`config.mk`:
```
export PLATFORM = sky130hd
export DESIGN_NAME = ad7606x_pif_responder
export DESIGN_NICKNAME = d
export VERILOG_FILES = /design/src/rtl/ad7606x_pif_pkg.sv /design/src/rtl/ad7606x_edge_det.sv /design/src/rtl/ad7606x_pif_responder.sv
export SDC_FILE = /design/constraint.sdc
export NUM_CORES = 1
export LEC_CHECK = 0
export CAP_MARGIN = 20
export CORE_MARGIN = 1
export CORE_UTILIZATION = 30
export CTS_BUF_LIST = sky130_fd_sc_hd__clkbuf_4
export DETAILED_ROUTE_END_ITERATION = 12
export GPL_TIMING_DRIVEN = 0
export SLEW_MARGIN = 10
export SYNTH_ARGS = -nofsm -noshare
export SYNTH_HDL_FRONTEND = slang
export SYNTH_HIERARCHICAL = 1
export SYNTH_SLANG_ARGS = --single-unit
```
`constraint.sdc`:
```
create_clock -name sys_clk -period 2.1 [get_ports sys_clk]
set_input_delay 0.21 -clock sys_clk [delete_from_list [all_inputs] [get_ports sys_clk]]
set_output_delay 0.21 -clock sys_clk [all_outputs]
set_load 0.01 [all_outputs]
```
`src/rtl/ad7606x_pif_pkg.sv`:
```
// Shared types and helpers for the AD7606x parallel-interface device model.
// Both the responder and its testbench scoreboard use num_words.
package ad7606x_pif_pkg;

    typedef enum logic [1:0] {
        IDLE  = 2'd0,
        CONV  = 2'd1,
        READY = 2'd2
    } state_t;

    localparam logic [15:0] STATUS_TAG = 16'h5A00;

    // 8-channel parts only read 8 words unless mode[1] doubles them; mode[0] adds the status word.
    function automatic logic [4:0] num_words(input int dev_config, input logic [1:0] mode);
        logic [4:0] n;
        n = ((dev_config < 2) && !mode[1]) ? 5'd8 : 5'd16;
        return n + {4'd0, mode[0]};
    endfunction

endpackage

```
`src/rtl/ad7606x_edge_det.sv`:
```
// One-flop edge detector for an active-low strobe; the history resets to the idle (high) level.
module ad7606x_edge_det (
    input  logic clk,
    input  logic rst,
    input  logic din,
    output logic fall,
    output logic rise
);

    logic prev;

    always_ff @(posedge clk) begin
        if (rst) prev <= 1'b1;
        else     prev <= din;
    end

    assign fall = prev & ~din;
    assign rise = ~prev & din;

endmodule

```
`src/rtl/ad7606x_pif_responder.sv`:
```
// Device end of the AD7606x parallel interface: BUSY after CNVST_N, one word per RD_N strobe,
// optional trailing status word, and host register writes captured on the WR_N rise.
module ad7606x_pif_responder
    import ad7606x_pif_pkg::*;
#(
    parameter int          DEV_CONFIG  = 3,
    parameter int          BUSY_CYCLES = 10,
    parameter logic [15:0] STATUS_WORD = STATUS_TAG
) (
    input  logic        sys_clk,
    input  logic        rst,
    input  logic [1:0]  adc_config_mode,
    input  logic        cnvst_n,
    input  logic        cs_n,
    input  logic        rd_n,
    input  logic        wr_n,
    input  logic [15:0] db_i,
    output logic        busy,
    output logic        first_data,
    output logic [15:0] db_o,
    output logic        db_t,
    output logic        reg_wr_valid,
    output logic [15:0] reg_wr_data,
    output logic        overrun
);

    localparam logic [15:0] BUSY_LOAD = 16'(BUSY_CYCLES - 1);

    state_t      state, state_next;
    logic [15:0] busy_cnt;
    logic [11:0] conv_cnt;
    logic [4:0]  ptr;
    logic [4:0]  num_w;
    logic [4:0]  num_ch;

    logic cnv_fall, cnv_rise_unused;
    logic rd_fall, rd_rise;
    logic wr_fall_unused, wr_rise;

    logic start_conv, conv_done, ovr_next;
    logic rd_take, rd_done, last_word;
    logic [15:0] word;

    ad7606x_edge_det u_cnv (.clk(sys_clk), .rst(rst), .din(cnvst_n), .fall(cnv_fall), .rise(cnv_rise_unused));
    ad7606x_edge_det u_rd  (.clk(sys_clk), .rst(rst), .din(rd_n),    .fall(rd_fall),  .rise(rd_rise));
    ad7606x_edge_det u_wr  (.clk(sys_clk), .rst(rst), .din(wr_n),    .fall(wr_fall_unused), .rise(wr_rise));

    assign rd_take   = rd_fall & ~cs_n;
    assign rd_done   = rd_rise & ~cs_n;
    assign last_word = (ptr + 5'd1) >= num_w;
    assign word      = (ptr < num_ch) ? {ptr[3:0], conv_cnt} : (STATUS_WORD | {11'd0, num_ch});

    always_comb begin
        state_next = state;
        start_conv = 1'b0;
        conv_done  = 1'b0;
        ovr_next   = 1'b0;
        case (state)
            IDLE: begin
                if (cnv_fall) begin
                    state_next = CONV;
                    start_conv = 1'b1;
                end
            end
            CONV: begin
                if (busy_cnt == 16'd0) begin
                    state_next = READY;
                    conv_done  = 1'b1;
                end
                if (cnv_fall) ovr_next = 1'b1;
            end
            READY: begin
                // A new conversion start abandons the readout and beats any read edge.
                if (cnv_fall) begin
                    ovr_next   = 1'b1;
                    start_conv = 1'b1;
                    state_next = CONV;
                end else if (rd_done && last_word) begin
                    state_next = IDLE;
                end
            end
            default: state_next = IDLE;
        endcase
    end

    always_ff @(posedge sys_clk) begin
        if (rst) state <= IDLE;
        else     state <= state_next;
    end

    always_ff @(posedge sys_clk) begin
        if (rst) begin
            busy         <= 1'b0;
            first_data   <= 1'b0;
            db_o         <= 16'd0;
            db_t         <= 1'b1;
            reg_wr_valid <= 1'b0;
            reg_wr_data  <= 16'd0;
            overrun      <= 1'b0;
            busy_cnt     <= 16'd0;
            conv_cnt     <= 12'd0;
            ptr          <= 5'd0;
            num_w        <= num_words(DEV_CONFIG, 2'd0);
            num_ch       <= num_words(DEV_CONFIG, 2'd0);
        end else begin
            overrun      <= ovr_next;
            reg_wr_valid <= 1'b0;

            if (start_conv) begin
                busy     <= 1'b1;
                busy_cnt <= BUSY_LOAD;
            end else if (state == CONV) begin
                if (conv_done) begin
                    busy     <= 1'b0;
                    conv_cnt <= conv_cnt + 12'd1;
                    ptr      <= 5'd0;
                    num_w    <= num_words(DEV_CONFIG, adc_config_mode);
                    num_ch   <= num_words(DEV_CONFIG, {adc_config_mode[1], 1'b0});
                end else begin
                    busy_cnt <= busy_cnt - 16'd1;
                end
            end

            if (state == READY) begin
                if (start_conv) begin
                    ptr        <= 5'd0;
                    db_t       <= 1'b1;
                    first_data <= 1'b0;
                end else if (rd_take) begin
                    db_o       <= word;
                    db_t       <= 1'b0;
                    first_data <= (ptr == 5'd0);
                end else if (rd_done) begin
                    db_t       <= 1'b1;
                    first_data <= 1'b0;
                    ptr        <= ptr + 5'd1;
                end
            end else begin
                // Reads outside READY see an empty bus and leave the pointer alone.
                if (rd_take) begin
                    db_o       <= 16'd0;
                    db_t       <= 1'b0;
                    first_data <= 1'b0;
                end else if (rd_done) begin
                    db_t       <= 1'b1;
                    first_data <= 1'b0;
                end
            end

            if (cs_n) begin
                db_t       <= 1'b1;
                first_data <= 1'b0;
            end

            if (wr_rise && !cs_n && db_t) begin
                reg_wr_data  <= db_i;
                reg_wr_valid <= 1'b1;
            end
        end
    end

endmodule

```
# Yosys cells after proc, flatten, opt, wreduce, memory -nomap -nowiden
# Cells that the tools add are included.
[classes]
mul = 0
div = 0
eq_ne = 7
bitwise_logic = 14
n_reduce_logical = 20
order_cmp = 2
n_shift = 0
n_addsub = 4
muxes = 37
[op_table]
columns = ["op", "n"]
rows = [
  ["16-bit two-way mux", 5],
  ["5-bit two-way mux", 7],
  ["1-bit two-way mux", 17],
  ["16-bit logical NOT", 1],
  ["16-bit by 1-bit subtractor with 16-bit output, second input constant", 1],
  ["12-bit by 1-bit adder with 12-bit output, second input constant", 1],
  ["4-bit two-way mux", 3],
  ["2-bit OR reduction", 5],
  ["2-bit two-way mux", 4],
  ["2-bit != test, second input constant", 4],
  ["1-bit inverter", 8],
  ["2-bit AND reduction", 4],
  ["1-bit AND", 6],
  ["2-bit one-hot mux with 3 select lines", 1],
  ["3-bit AND reduction", 2],
  ["5-bit by 1-bit adder with 5-bit output, first input constant", 1],
  ["5-bit by 1-bit adder with 5-bit output, second input constant", 1],
  ["5-bit greater-or-equal comparator", 1],
  ["5-bit logical NOT", 1],
  ["5-bit less-than comparator, second input constant", 1],
  ["2-bit nonzero test", 2],
  ["1-bit logical AND", 3],
  ["3-bit != test, second input constant", 1],
  ["2-bit by 1-bit equality test with 1-bit output, second input constant", 1],
  ["3 further kinds", 3],
]
[word_totals]
latch_bits = 0
memories = 0
word_cells = 100
romBits = 0
output_inout_bits = 37
ff_bits = 80
inputBits = 24
mem_bits_rw = 0

# Depth between registers and ports, before layout
[depth]
ltp_word = 10
mapped_depth = 9

# Modules after synthesis
# Netlist, hierarchy kept.
[modules_own_cells]
columns = ["mod", "seq_area_each_um2", "n_inst", "area_per_inst_um2", "cells_per_inst"]
rows = [
  ["ad7606x_pif_responder", 1461.4, 1, 3228.1, 394],
  ["ad7606x_edge_det", 20.0, 3, 40.0, 4],
]

# Worst setup path after synthesis
# OpenSTA, ideal clock, no wires.
[synth_timing]
path_kind = "register to register"
from = "register state[0]"
to = "register conv_cnt[6]"
required_time_ns = 2.030
path_buffers = 2
path_stages_with_launch = 10
path_slack_ns = 0.023
period_less_slack_ns = 2.077
t_arrival_ns = 2.006
path_cell_list = "dfxtp_1 -> inv_1 -> ha_1 -> clkbuf_1 -> o21ai_1 -> and3_1 -> buf_2 -> nand4_1 -> or3_1 -> a21oi_1"
[synth_via]
elab_chain_cells = 5
elab_cells_between_ends = 8
cone_classes = "eq/ne: 2; mux: 2; bitwise: 1; reduce/logical: 3"
[synth_lines]
columns = ["item", "line_no", "text"]
rows = [
  ["start, declared", "ad7606x_pif_responder.sv:29", "state_t state, state_next;"],
  ["start signal, assigned", "ad7606x_pif_responder.sv:88", "else state <= state_next;"],
  ["2-bit equality test / 2-bit logical NOT (equally long branches)", "ad7606x_pif_responder.sv:58", "case (state)"],
  ["2-bit OR reduction (no line)", "--", ""],
  ["1-bit two-way mux", "--", ""],
  ["1-bit inverter (no line)", "--", ""],
  ["3-bit AND reduction (no line) (*)", "--", ""],
  ["end signal, assigned", "ad7606x_pif_responder.sv:115", "conv_cnt <= conv_cnt + 12'd1;"],
  ["end, declared", "ad7606x_pif_responder.sv:31", "logic [11:0] conv_cnt;"],
]
# Every way passes the cells marked *; elsewhere a longest branch is shown, timed or not.
# A chain may end at the register's enable or synchronous reset.

# Worst setup path in the final report
[layout_timing]
from = "register busy_cnt[5]"
to = "register state[0]"
[layout_via]
elab_chain_cells = 3
[layout_lines]
columns = ["item", "line_no", "text"]
rows = [
  ["start, declared", "ad7606x_pif_responder.sv:30", "logic [15:0] busy_cnt;"],
  ["start signal, assigned", "ad7606x_pif_responder.sv:120", "busy_cnt <= busy_cnt - 16'd1;"],
  ["16-bit logical NOT", "ad7606x_pif_responder.sv:66", "if (busy_cnt == 16'd0) begin"],
  ["2-bit != test (no line)", "--", ""],
  ["3-bit AND reduction (no line)", "--", ""],
]
# No other way between the ends.

==> results.toml <==
[grt]
grt_pass1_vias = 2828
grt_pass1_wl_mm = 13.2
grt-ovfl-total = 0
antenna_found_initial = 1
grtUsageTotal = 0.147
grt_max_degree = 15

[pwr]
ir_worst_vdd_mv = 0.391
leakage_nw = 1.54
power_density_mw_per_mm2 = 1020

[place]
hpwlAfterDp_mm = 5.85
io_buffers = 59
dpl.cell_count = 603
place.gp.congestion = 0.874

[cts]
clock_sinks = 76
path_clk_slew_ns = 0.14
htree_levels = 3
clockRootBuffer = "clkbuf_4"
insertion_delay_ns = 0.44
cts_tree = "yes"
clock_path_buffers = 2
cts_buffers = 9

[die]
core.rowCount = 38
die_h_um = 107
initial_utilization = 0.308
design.core.area_mm2 = 0.0108
pin_count = 61
die_area_mm2 = 0.0115
die_x_um = 107

[worst_setup_path]
path_delay_family = "simple AND/OR/NAND/NOR gates"
path_class = "flip-flop to flip-flop"
crit_arrival_ns = 2.39
path_buf_inv = 0
worstSetupStartpointType = "flip-flop"
cp_max_fo = 6
path_cells = "nor4_1 -> a41oi_4 -> nor4_4 -> mux2_1"
cp-end-kind = "flip-flop"
worstPathRequired_ns = 2.43
slowest_stage = "nor4_1"
cpPeakStageDelay_ns = 0.56

[sta]
post-route-period-util = 0.982
setup_viol = 0
min_period_ns = 2.06
hold_viol = 0
whs_ns = 0.294
grt_setup_unrepaired = "yes"
finalClockSkew_ns = 0.0225
slew_violations = 0
tightestPinTransition_ns = 0.593
max_freq_mhz = 485
slew-limit-headroom = 0.601

[route]
num_vias = 2993
ant_nets = 0
drt-wirelength-per-cell_um = 13.1
dr.first_iter.drc_count = 159
drt_pass1_iterations = 6
viasPerCell = 4.77
met3_length_um = 208
drt-total-wl_mm = 8.24
drc = 0
top_layer = "met4"
wl_met1_mm = 3.79
met2_length_mm = 4.09

[layout]
area_delta_synth_final_pct = 34.9
drive_gt1_frac = 0.119
mostFrequentLayoutCells = "dfxtp_1, nand2_1, clkdlybuf4s50_1"
n_fill_cell = 1108
mostFrequentLayoutCell = "dfxtp_1"
fin_cells = 627
fin_nets = 516

[worst_hold_path]
hold_class = "input pin to flip-flop"

[run]
maxCapViolCount = 0

[synth]
synthCells = 404
synth.avg_cell_area_um2 = 8.25
synth_area_mm2 = 0.00333
yosys_warnings = 6
synth_nets = 439

[status]
status = "finished, final reports clean"
what timing repair did:
action	4_1_cts	5_1_grt
pin swaps	3	10
buffers inserted	5	3
gates resized for setup	16	28
hold buffers	0	0
endpoints found under the setup margin	29	25
layer usage:
layer,up-vias,track usage
li1,1543,-
met1,1396,0.183
met2,41,0.243
met3,13,0.0345
met4,0,0.0626
met5,-,0
registers in the layout, summed over array words and instances (netlist names), 2 cells and up:
register / flops
reg_wr_data: 16
busy_cnt: 16
state: 2
db_o: 16
conv_cnt: 12
ptr: 5
through the flow:
step,util,total power (W),area (um2),TNS (ns),worst slack [ns]
floorplan,-,0.00277,3330,0,0.0234
global placement,0.378,0.00312,4100,-6.17,-0.422
detailed placement,0.378,0.00315,4100,-7.92,-0.500
CTS,0.402,0.00434,4360,-0.0554,-0.0430
global route,0.415,0.00490,4500,-0.116,-0.0931
finish,0.415,0.00457,4500,0,0.0374
tightest hold or removal path, delay by kind of cell:
kind            cells  cell delay (ns)
buf+inv             1             0.40
compound gates      1             0.05
simple gates        1             0.06
where the power goes:
part           total, W  switching, W  internal [W]  leakage [nW]
logic           0.00190       0.00104      0.000864         0.858
registers       0.00175      0.000164       0.00159         0.619
clock network  0.000923      0.000557      0.000366        0.0666
path summary, 6_finish.rpt:
| kind | endpoint | slack (ns) | start | cells past startpoint |
|---|---|---|---|---|
| max | state[0] | 0.04 | busy_cnt[5] | 4 |
| min | reg_wr_data[8] | 0.29 | db_i[8] | 3 |
| max reg2reg | state[0] | 0.04 | busy_cnt[5] | 4 |
| min reg2reg | db_o[14] | 0.46 | db_o[14] | 2 |
final cells by class:
type | count | area [um2] | area share
Clock buffer | 9 | 67.6 | 0.0150
Clock inverter | 7 | 73.8 | 0.0164
Antenna cell | 1 | 2.50 | 0.000556
Tap cell | 140 | 175 | 0.0390
Multi-Input combinational cell | 298 | 1860 | 0.414
Inverter | 11 | 41.3 | 0.00918
Timing Repair Buffer | 67 | 651 | 0.145
Sequential cell | 76 | 1540 | 0.342
Buffer | 18 | 86.3 | 0.0192
Power figures use the tool's default switching activity.
